## src/rtl/fetch_queue.sv

```systemverilog
`default_nettype none
// ============================================================================
// Module   : fetch_queue
// Purpose  : Instruction fetch unit with a single outstanding memory request
//            and a small FIFO of {instruction, pc} entries feeding decode.
// Revision : 1.0 - initial release
// ============================================================================
module fetch_queue #(
    parameter int unsigned DEPTH    = 4,
    parameter logic [31:0] RESET_PC = 32'h0000_0000
) (
    input  logic        soc_clk,
    input  logic        IDU_reset,
    output logic        mem_req,
    output logic [31:0] mem_addr,
    input  logic        mem_rvalid,
    input  logic [31:0] mem_rdata,
    input  logic        redirect_valid,
    input  logic [31:0] redirect_pc,
    input  logic        IDU_stall,
    output logic        Fetch_ready,
    output logic [31:0] instruction,
    output logic [31:0] instr_pc,
    output logic        fetch_fault
);

    localparam int unsigned   PW        = (DEPTH > 1) ? $clog2(DEPTH) : 1;
    localparam int unsigned   CW        = PW + 1;
    localparam logic [CW-1:0] C_DEPTH   = CW'(DEPTH);
    localparam logic [CW-1:0] C_CNT_ONE = CW'(1);
    localparam logic [PW-1:0] C_PTR_ONE = PW'(1);
    localparam logic [31:0]   C_NOP     = 32'h0000_0013;
    localparam logic [31:0]   C_PC_STEP = 32'd4;

    logic [31:0]   r_word [DEPTH];
    logic [31:0]   r_pc   [DEPTH];
    logic [31:0]   r_fetch_pc;
    logic [31:0]   r_req_pc;
    logic [PW-1:0] r_rd_ptr;
    logic [PW-1:0] r_wr_ptr;
    logic [CW-1:0] r_count;
    logic          r_pending;
    logic          r_drop;
    logic          r_fault;

    logic          w_ready;
    logic          w_issue;
    logic          w_resp;
    logic          w_push;
    logic          w_pop;
    logic          w_misaligned;

    assign w_ready      = (r_count != '0);
    // A free slot is guaranteed for the response because only one request is ever in flight
    assign w_issue      = ~r_pending & ~r_fault & ~redirect_valid & ~IDU_reset
                          & (r_count < C_DEPTH);
    assign w_resp       = mem_rvalid & r_pending;
    assign w_push       = w_resp & ~r_drop & ~redirect_valid;
    assign w_pop        = w_ready & ~IDU_stall & ~redirect_valid;
    assign w_misaligned = (redirect_pc[1:0] != 2'b00);

    // Request tracking: fetch address, outstanding request and stale-response drop
    always_ff @(posedge soc_clk or posedge IDU_reset) begin
        if (IDU_reset) begin
            r_fetch_pc <= RESET_PC;
            r_req_pc   <= '0;
            r_pending  <= 1'b0;
            r_drop     <= 1'b0;
            r_fault    <= 1'b0;
        end else if (redirect_valid) begin
            r_fetch_pc <= redirect_pc;
            r_fault    <= w_misaligned;
            if (mem_rvalid) begin
                r_pending <= 1'b0;
                r_drop    <= 1'b0;
            end else if (r_pending) begin
                r_drop    <= 1'b1;
            end
        end else if (w_issue) begin
            r_fetch_pc <= r_fetch_pc + C_PC_STEP;
            r_req_pc   <= r_fetch_pc;
            r_pending  <= 1'b1;
        end else if (w_resp) begin
            r_pending  <= 1'b0;
            r_drop     <= 1'b0;
        end
    end

    // Queue bookkeeping; a redirect flushes everything and wins over push/pop
    always_ff @(posedge soc_clk or posedge IDU_reset) begin
        if (IDU_reset) begin
            r_rd_ptr <= '0;
            r_wr_ptr <= '0;
            r_count  <= '0;
        end else if (redirect_valid) begin
            r_rd_ptr <= '0;
            r_wr_ptr <= '0;
            r_count  <= '0;
        end else begin
            if (w_push) begin
                r_wr_ptr <= r_wr_ptr + C_PTR_ONE;
            end
            if (w_pop) begin
                r_rd_ptr <= r_rd_ptr + C_PTR_ONE;
            end
            if (w_push && !w_pop) begin
                r_count <= r_count + C_CNT_ONE;
            end else if (!w_push && w_pop) begin
                r_count <= r_count - C_CNT_ONE;
            end
        end
    end

    always_ff @(posedge soc_clk) begin
        if (w_push) begin
            r_word[r_wr_ptr] <= mem_rdata;
            r_pc[r_wr_ptr]   <= r_req_pc;
        end
    end

    assign mem_req     = w_issue;
    assign mem_addr    = r_fetch_pc;
    assign Fetch_ready = w_ready;
    assign instruction = w_ready ? r_word[r_rd_ptr] : C_NOP;
    assign instr_pc    = w_ready ? r_pc[r_rd_ptr]   : 32'h0000_0000;
    assign fetch_fault = r_fault;

endmodule
`default_nettype wire

```

## config.mk

```make
export PLATFORM = sky130hd
export DESIGN_NAME = fetch_queue
export DESIGN_NICKNAME = d
export VERILOG_FILES = /design/src/rtl/fetch_queue.sv
export SDC_FILE = /design/constraint.sdc
export NUM_CORES = 1
export LEC_CHECK = 0
export BUFFER_PORTS_ARGS = -buffer_cell sky130_fd_sc_hd__buf_2
export CORE_MARGIN = 8
export CORE_UTILIZATION = 55
export DETAILED_ROUTE_END_ITERATION = 10
export GPL_TIMING_DRIVEN = 0
export PLACE_DENSITY = 0.76
export SETUP_SLACK_MARGIN = 0.3
export SYNTH_ARGS = -nofsm -noshare
export SYNTH_HDL_FRONTEND = slang
export SYNTH_SLANG_ARGS = --single-unit
```

## constraint.sdc

```tcl
create_clock -name soc_clk -period 5.1 [get_ports soc_clk]
set_clock_uncertainty 0.05 [all_clocks]
set_input_delay 0.765 -clock soc_clk [delete_from_list [all_inputs] [get_ports soc_clk]]
set_output_delay 0.765 -clock soc_clk [all_outputs]
set_load 0.03 [all_outputs]
```

# Word level (Yosys, flattened, before mapping)

Memory sizes are Yosys's and may differ from the RTL's.
Cells that the tools add are included.

Eq/ne operators: 3
Shifts and indexed selects: 0
Mux-type cells: 21
Magnitude comparators: 1
Divide/modulo/power cells: 0
Bitwise logic cells: 15
Reduce and logical (&&, ||, !) cells: 15
$add $sub $neg: 5
Multiply operators: 0

Operators with widths:

| operator              | count |
|---|---|
| $mux 32               | 4 |
| $add 32x3->32 const B | 1 |
| $mux 1                | 10 |
| $reduce_bool 2->1     | 5 |
| $and 1x1->1           | 9 |
| $mux 3                | 3 |
| $reduce_bool 3->1     | 3 |
| $mux 2                | 4 |
| $not 1->1             | 6 |
| $add 2x1->2 const B   | 2 |
| $reduce_and 2->1      | 2 |
| $add 3x1->3 const B   | 1 |
| $lt 3x3->1 const B    | 1 |
| $ne 3x2->1 const B    | 1 |
| $reduce_and 3->1      | 1 |
| $sub 3x1->3 const B   | 1 |
| $logic_and 1x1->1     | 2 |
| $logic_not 1->1       | 2 |
| $ne 2x1->1 const B    | 1 |
| $ne 2x2->1 const B    | 1 |

Memory bits (writable): 256
Bits in registers: 74
Memory bits (read-only): 0
Memories kept: 2
Word-level logic and storage cells: 70
Latch bits: 0

Memories:

| name   | words | bits a word | rd ports | clocked after Yosys merged registers in | write ports | line | text |
|---|---|---|---|---|---|---|---|
| r_pc   | 4     | 32          | 1        | 0                                       | 1           | 36   | `logic [31:0] r_pc [DEPTH];` |
| r_word | 4     | 32          | 1        | 0                                       | 1           | 35   | `logic [31:0] r_word [DEPTH];` |

# Longest topological paths before layout

Gate-level depths: netlist (run 1).

Depth in word-level cells: 8
Gate-level depth with buffers: 8
Gate-level depth less buffers: 6

# Worst setup path before layout (run 1)

Ideal clock, no wire load.

Kind: input to register
Start point: input mem_rvalid
End point: memory r_pc[0][0], enable pin
Slack: 1.829 ns
Stages on the path: 3
Arrival: 2.792 ns
Library setup time: 0.429 ns
Buffers on the path: 1
Required time: 4.621 ns
Cell sequence: and3b_2 -> clkbuf_1 -> and3_1

Longest elaborated chain between the ends: 5

Ends and longest elaborated chain:

| what                         | line | text |
|---|---|---|
| from (decl)                  | 16   | `input logic mem_rvalid,` |
| $and 1x1->1                  | 57   | `assign w_resp = mem_rvalid & r_pending;` |
| $and 1x1->1 (2 in series)    | 58   | `assign w_push = w_resp & ~r_drop & ~redirect_valid;` |
| $mux 1                       | 115  | `if (w_push) begin` |
| $mux 1 (implied by the code) | 117  | `r_pc[r_wr_ptr] <= r_req_pc;` |
| to (decl)                    | 36   |  |

Every way passes these cells.

# Worst setup path in the final report (run 1)

Start point: register r_pending
End point: output mem_req

Longest elaborated chain between the ends: 5

Ends and longest elaborated chain:

| what                      | line | text |
|---|---|---|
| from (decl)               | 42   | `logic r_pending;` |
| from (signal assigned)    | 67   | `r_pending <= 1'b0;` |
| from (signal assigned)    | 74   | `r_pending <= 1'b0;` |
| from (signal assigned)    | 82   | `r_pending <= 1'b1;` |
| $not 1->1                 | 55   | `assign w_issue = ~r_pending & ~r_fault & ~redirect_valid & ~IDU_reset` |
| $and 1x1->1 (3 in series) | 55   |  |
| $and 1x1->1               | 56   | `& (r_count < C_DEPTH);` |
| to (decl)                 | 14   | `output logic mem_req,` |

Every way passes these cells.

==> reports/metrics.cfg, run 1 <==
[run_status]
status=complete, no violations

[worst_setup_path]
rr_startpoint=r_pending
critPathMaxFanout=10
critPathArrivalTime_ns=3.65
path_class=flip-flop to primary output
cp_num_buf_inv=4
rrSetupSlack_ns=1.96
worst_ep_required_time_ns=4.28
cp.depth=6
cp-start-kind=flip-flop
crit_end=mem_req
r2r-end=r_req_pc[31]
slowest_delay_ns=1.01
end_kind=primary output
path_delay_family=buffers and inverters
worst_path_max_delay_cell=nor4_1
critPathLaunch=r_pending
crit_top_cell=clkbuf_1
crit_chain=nor4_1, nand2_1, inv_1, clkbuf_1, clkbuf_1, buf_2
r2r_cells=7

[clock_tree]
cts_resized=0
clock_latency_ns=0.51
cts.sinks=330
clk_pin_slew_ns=0.06
cts_setup_buffers=0
cts_buffers=34
cts_tree=built
cts_hold_buf=0
cts-root-buf=clkbuf_16
h-tree-depth=2
clk_path_buf_depth=3

[synthesis]
synth_adder_area_share_pct=0.613
synth-edff-count=256
syn_avg_cell_area_um2=15.9
synth_nets=922
syn_inst=847
synthXorXnorAreaFrac_pct=0.325
synth_compound_area_share_pct=4.21
synthTopCellsByArea=edfxtp_1 57%, dfrtp_1 14%, mux4_2 11%, nand2_1 3.4%, and2_1 3.0%
synthSimpleGateAreaFrac_pct=11.1
yosys_warnings=0
ys.flop_type=edfxtp_1
synth_cell_types=49
yosysTopAreaCellShare_pct=57.1
synth_top_family_by_area=simple AND/OR/NAND/NOR gates
ys_ff_latch=330
async_reset_ff_share_pct=22.4
synth_mux_area_share_pct=11.0
syn_area_um2=13500
ys_seq_area_share_pct=70.8
yosys.area.top_type=edfxtp_1

[sta]
min_period_ns=4.46
slew_viol_final=0
clock.fmax_mhz=224
finalSetupViolCount=0
rsz0062_at_grt=false
min_period_over_period_pct=87.5
fin_setup_tns_ns=0
relSlewSlack_pct=20.8
hold_viol_final=0
finalWorstSetupSlack_ns=0.640
worst_pin_slew_ns=1.18

[power_and_ir_drop]
leakagePower_nw=5.86
ir_worst_vdd_v=0.000319
power_per_cell_area_nw_per_um2=518

[cells_and_area]
mostFrequentLayoutCells=256 x edfxtp_1, 168 x buf_2, 121 x nand2_1
drive_above_1_share_pct=28.1
area_growth_syn_to_layout_pct=18.8
fill_cells=1684
stdcell_count=1402
mostFrequentLayoutCell=edfxtp_1
nets=1130

[floorplanning]
rows=57
dieArea_um2=29800
pin_count=168
coreArea_um2=24200
die_w_um=172
start_util_pct=55.7
die_h_um=172

[route]
vias=8285
dr.pass1.iters=5
drtIter0Drc=715
wl_per_cell_um=22.4
finalWirelength_um=31400
drc=0
viasPerCell=5.91
drtAntennaViolNets=0

[worst_hold_path]
hp-class=primary input to async pin

[global_route]
antenna_found_initial=1
top_usage_layer=met2
grt_use_met2_pct=35.3
groute.usage.overall_pct=21.5
met1_usage_pct=28.1
grt_max_degree=51
grt_util_met3_pct=4.93
grt_pass1_vias=8533
grt_pass1_wl_um=48300
gr-total-overflow=0

[placed_design]
dpl.cell_count=1343
io_buffers=167
hpwl_um=21000
gp_congestion=0.928
place_ws_ns=0.735

[run]
cap_violations=0

==> cells by family (layout without fill, tap and decap cells) <==
| family | count (synthesis) | in the layout |
|---|---|---|
| other | 0 | 1 |
| DFF | 330 | 330 |
| and+or+nand+nor | 293 | 293 |
| AOI/OAI and AO/OA | 79 | 79 |
| muxes | 68 | 68 |
| xor gates and xnor gates | 5 | 5 |
| adders and majority gates | 6 | 6 |
| buffers and inverters | 66 | 296 |
==> synthesized netlist by cell type, drive strengths merged, types with 10 or more instances <==
cell type    n
and2        65
buf         10
clkbuf      41
dfrtp       74
edfxtp     256
inv         15
mux4        64
nand2      121
nand3       25
nand4       13
nor2        13
nor3        10
o211ai      11
o21ai       20
o311ai      17
==> area by class of cell <==
cell class	instances	area, um^2	area share (%)
Buffer	51	204	1.28
Antenna cell	1	2.50	0.0156
Clock buffer	40	915	5.72
Tap cell	324	405	2.53
Inverter	15	58.8	0.368
Sequential cell	330	9540	59.6
Timing Repair Buffer	172	966	6.04
Multi-Input combinational cell	451	3690	23.1
Clock inverter	18	215	1.35
==> flip-flops by register name, summed over array words and instances (netlist names) <==
register / count
mem_addr: 32
r_req_pc: 32
r_drop: 1
r_pc: 128
r_rd_ptr: 2
fetch_fault: 1
r_word: 128
r_count: 3
r_wr_ptr: 2
r_pending: 1
==> worst min-delay path by stage <==
stage	end	slack, ns	cells past startpoint
4_1_cts	mem_addr[7]	0.24	2
5_1_grt	mem_addr[10]	0.25	2
2_1_floorplan	r_pc[0][0]	0.43	0
3_3_place_gp	r_req_pc[1]	0.43	2
6_report	mem_addr[7]	0.24	2
3_5_place_dp	r_pc[0][9]	0.45	0
==> metal layers <==
layer / share of wire [%] / up-vias / wire (um)
li1: - / 3687 / -
met1: 40 / 4135 / 12700
met5: 0 / - / 0
met4: 2.3 / 0 / 726
met3: 8.7 / 53 / 2720
met2: 49 / 410 / 15200
==> through the flow <==
stage | power, W | area, um^2 | utilization [%] | hold WS (ns)
detailed placement | 0.00587 | 14900 | 61.5 | 0.455
floorplan | 0.00508 | 13500 | - | 0.426
global route | 0.00864 | 16000 | 66.2 | 0.245
global placement | 0.00582 | 14700 | 60.8 | 0.432
finish | 0.00829 | 16000 | 66.2 | 0.242
CTS | 0.00837 | 16000 | 66.1 | 0.237
==> where the power goes <==
group	internal (W)	switching, W
combinational	0.000832	0.00154
clock	0.00153	0.000980
sequential	0.00318	0.000218
Note: power is estimated with default switching activity, not from simulation.
==> inputs of run 2 (changes only) <==
CORE_MARGIN = default   (was 8)
==> reports/metrics.cfg, run 2 (synthesized netlist as in run 1, its figures left out) <==
[run_status]
status=complete, no violations

[route]
drtAntennaViolNets=0
finalWirelength_um=29800
drtIter0Drc=635
drc=0
wl_per_cell_um=21.4
viasPerCell=5.94
vias=8304
dr.pass1.iters=5

[sta]
worst_pin_slew_ns=1.22
relSlewSlack_pct=17.6
rsz0062_at_grt=false
slew_viol_final=0
finalWorstSetupSlack_ns=0.719
fin_setup_tns_ns=0
min_period_ns=4.38
hold_viol_final=0
min_period_over_period_pct=85.9
clock.fmax_mhz=228
finalSetupViolCount=0

[placed_design]
place_ws_ns=0.879
dpl.cell_count=1338
place_area_um2=14900
gp_congestion=0.923
io_buffers=167
hpwl_um=19400

[worst_setup_path]
worst_path_max_delay_cell=nor4_1
cp_num_buf_inv=4
r2r-end=r_req_pc[24]
critPathMaxFanout=10
crit_end=mem_req
path_delay_family=buffers and inverters
crit_chain=nor4_1, nand2_1, inv_1, clkbuf_1, clkbuf_1, buf_2
cp-start-kind=flip-flop
slowest_delay_ns=1.06
end_kind=primary output
critPathArrivalTime_ns=3.57
critPathLaunch=r_pending
worst_ep_required_time_ns=4.28
rrSetupSlack_ns=2.02
r2r_cells=7
crit_top_cell=clkbuf_1
cp.depth=6
rr_startpoint=r_pending
path_class=flip-flop to primary output

[cells_and_area]
mostFrequentLayoutCell=edfxtp_1
stdcell_count=1397
final-seq-area_um2=9540
drive_above_1_share_pct=28.2
area_growth_syn_to_layout_pct=18.9
fill_cells=1635
nets=1130
final_util_pct=67.4
antenna_cells=0
multi_input_area_um2=3690
top_regs=r_pc (128), r_word (128)
mostFrequentLayoutCells=256 x edfxtp_1, 168 x buf_2, 121 x nand2_1
stdcell_area_um2=16000

[clock_tree]
cts_buffers=34
cts_tree=built
cts_resized=0
h-tree-depth=2
cts_hold_buf=0
cts-root-buf=clkbuf_16
clk_path_buf_depth=3
cts.sinks=330
clock_latency_ns=0.51
clk_pin_slew_ns=0.06
cts_setup_buffers=0

[floorplanning]
coreArea_um2=23800
start_util_pct=56.7
die_w_um=158
die_h_um=158
pin_count=168
rows=56
dieArea_um2=25100

[global_route]
grt_pass1_vias=8325
groute.usage.overall_pct=25.0
antenna_found_initial=0
grt_pass1_wl_um=46400
grt_max_degree=51
gr-total-overflow=0

[power_and_ir_drop]
internal-power_w=0.00555
power_per_cell_area_nw_per_um2=518
leakagePower_nw=5.86
switching_power_w=0.00274
p_clk_share_pct=30.6
combPwrFrac_pct=28.4
netSwitchingFraction_pct=33.1
ir_worst_vdd_v=0.000356
seqPwrFrac_pct=40.9

[run]
cap_violations=0

[worst_hold_path]
hp-class=primary input to async pin

## run 2: how the worst min path moves through the flow
stage,start,to,depth (start not counted)
2_1_floorplan,r_req_pc[0],r_pc[0][0],0
3_3_place_gp,mem_addr[1],r_req_pc[1],2
3_5_place_dp,mem_addr[1],r_req_pc[1],2
4_1_cts,IDU_reset,mem_addr[19],2
5_1_grt,IDU_reset,mem_addr[19],2
6_report,IDU_reset,mem_addr[19],2
## run 2: worst reg2reg max path, stage by stage (launching register included)
cell and delay (ns):
dfrtp_1 0.45, nor4_1 1.06, nand2_1 0.22, inv_1 0.15, clkbuf_1 0.38, clkbuf_1 0.49, nand2_1 0.14, nand2_1 0.08
## run 2: layer usage
layer  part of all wire (%)  global-route usage [%]
met5                      0                       0
met4                    1.8                    7.51
met3                    8.5                    4.52
met2                     49                    41.0
met1                     41                    34.3
## run 2: cell type report
type                            instances  area share (%)
Clock inverter                         13           0.953
Clock buffer                           46            6.25
Tap cell                              319            2.49
Multi-Input combinational cell        451            23.0
Inverter                               15           0.367
Sequential cell                       330            59.6
Buffer                                 51            1.27
Timing Repair Buffer                  172            6.08
## run 2: per-stage QoR
stage / hold slack, ns / power (W)
floorplan: 0.426 / 0.00508
global placement: 0.437 / 0.00580
detailed placement: 0.450 / 0.00584
CTS: 0.200 / 0.00836
global route: 0.231 / 0.00868
finish: 0.204 / 0.00830
## run 2: power groups by stage
stage	logic (W)	clock network (W)	registers, W
floorplan	0.00166	0	0.00342
global placement	0.00236	0	0.00343
detailed placement	0.00240	0	0.00344
CTS	0.00240	0.00257	0.00339
global route	0.00259	0.00267	0.00342
finish	0.00236	0.00254	0.00340
==> inputs of run 3 (changes only) <==
ABC_AREA = 1   (was default)
==> reports/metrics.cfg, run 3 <==
[clock_tree]
clk_pin_slew_ns=0.07
cts_tree=built
cts_setup_buffers=0
cts-root-buf=clkbuf_16
cts_resized=0
cts_hold_buf=0
h-tree-depth=1
cts_buffers=31
clock_latency_ns=0.55
cts.sinks=330
clk_path_buf_depth=3

[global_route]
grt_max_degree=42
antenna_found_initial=0
groute.usage.overall_pct=25.7
gr-total-overflow=0
grt_pass1_wl_um=51500
grt_pass1_vias=9653

[synthesis]
yosys.area.top_type=edfxtp_1
synth_top_cells_by_count=300 x nor2_1, 256 x edfxtp_1, 144 x o21ai_0, 120 x nand2_1, 74 x dfrtp_1
synthTopCellsByArea=edfxtp_1 56%, dfrtp_1 13%, nor2_1 8.2%, o21ai_0 5.2%, nand2_1 3.3%
syn_avg_cell_area_um2=11.1
ys.flop_type=edfxtp_1
syn_inst=1246
syn_area_um2=13800
yosysTopAreaCellShare_pct=55.7
synth-edff-count=256
synth_nets=1321
async_reset_ff_share_pct=22.4
synth_cell_types=34
ys_ff_latch=330
ys_seq_area_share_pct=69.1
yosys_warnings=0
synth_most_common_cell=nor2_1

[worst_hold_path]
hp-class=primary input to async pin

[cells_and_area]
drive_above_1_share_pct=20.2
top_regs=r_pc (128), r_word (128)
mostFrequentLayoutCell=nor2_1
area_growth_syn_to_layout_pct=18.3
mostFrequentLayoutCells=296 x nor2_1, 256 x edfxtp_1, 196 x buf_2
stdcell_count=1803
nets=1529

[worst_setup_path]
cp_num_buf_inv=3
path_class=flip-flop to primary output
critPathLaunch=r_rd_ptr[0]
path_delay_family=buffers and inverters
rr_startpoint=r_pending
slowest_delay_ns=0.47
crit_top_cell=buf_2
worst_path_max_delay_cell=dfrtp_1
cp-start-kind=flip-flop
worst_ep_required_time_ns=4.28
critPathArrivalTime_ns=2.50
critPathMaxFanout=10
end_kind=primary output
crit_chain=buf_2, buf_2, nor2_1, nor2_1, o21ai_0, a21oi_1, buf_2

[sta]
hold_viol_final=0
finalWorstSetupSlack_ns=1.79
clock.fmax_mhz=302
worst_pin_slew_ns=0.688
min_period_over_period_pct=64.9
relSlewSlack_pct=54.0
finalSetupViolCount=0
rsz0062_at_grt=false
min_period_ns=3.31
slew_viol_final=0
fin_setup_tns_ns=0

[floorplanning]
die_h_um=160
dieArea_um2=25700
pin_count=168
coreArea_um2=24500
die_w_um=160
rows=57
start_util_pct=56.4

[placed_design]
io_buffers=166
hpwl_um=21900
place_ws_ns=2.38
gp_congestion=0.944
dpl.cell_count=1745

[run]
cap_violations=0

[route]
drc=0
dr.pass1.iters=7
drtIter0Drc=1106
wl_per_cell_um=18.2
viasPerCell=5.53
drtAntennaViolNets=0
finalWirelength_um=32800
vias=9964

[power_and_ir_drop]
power_per_cell_area_nw_per_um2=527
leakagePower_nw=6.44
ir_worst_vdd_v=0.000278

[run_status]
status=complete, no violations

## run 3: area by class of cell
type | count | area (um^2)
Buffer | 65 | 319
Sequential cell | 330 | 9540
Clock inverter | 16 | 188
Inverter | 63 | 239
Clock buffer | 41 | 873
Fill cell | 1812 | 8140
Timing Repair Buffer | 175 | 1020
Antenna cell | 1 | 2.50
Tap cell | 324 | 405
Multi-Input combinational cell | 788 | 3740
## run 3: cell families after synthesis
kind of cell               count (synthesis)  synth area share (%)
and+or+nand+nor                          499                  15.0
adders and majority gates                  6                 0.598
xor gates and xnor gates                   7                 0.444
AOI/OAI and AO/OA                        276                  10.8
buffers and inverters                    128                  4.03
DFF                                      330                  69.1
## run 3: worst paths after layout
| kind | end | slack (ns) | cells past startpoint |
|---|---|---|---|
| hold / removal | mem_addr[21] | 0.20 | 2 |
| setup / recovery | instr_pc[27] | 1.79 | 7 |
| min in group soc_clk | r_word[1][4] | 0.38 | 1 |
| setup reg to reg | r_pc[0][22] | 2.87 | 5 |
| max in group asynchronous | r_req_pc[2] | 4.23 | 3 |
| hold reg to reg | r_drop | 0.46 | 2 |
## run 3: power breakdown
| part | switching [W] | internal (W) |
|---|---|---|
| Combinational | 0.00205 | 0.000713 |
| Sequential | 0.000250 | 0.00320 |
| Clock | 0.000973 | 0.00140 |
## run 3: metal layers
metal	track usage (%)	share of wire, %	vias to the layer above
li1	-	-	4735
met1	35.5	41	4694
met2	42.9	48	483
met3	3.95	8.7	52
met4	6.75	1.9	0
met5	0	0	-
## run 3: through the flow
step	hold WS, ns	area, um^2	total power [W]	util [%]
after detailed placement	0.460	15300	0.00626	62.4
after floorplan	0.426	13800	0.00527	-
final	0.203	16300	0.00860	66.7
after global placement	0.443	15000	0.00618	61.5
after global routing	0.236	16300	0.00897	66.7
after CTS	0.213	16300	0.00860	66.7
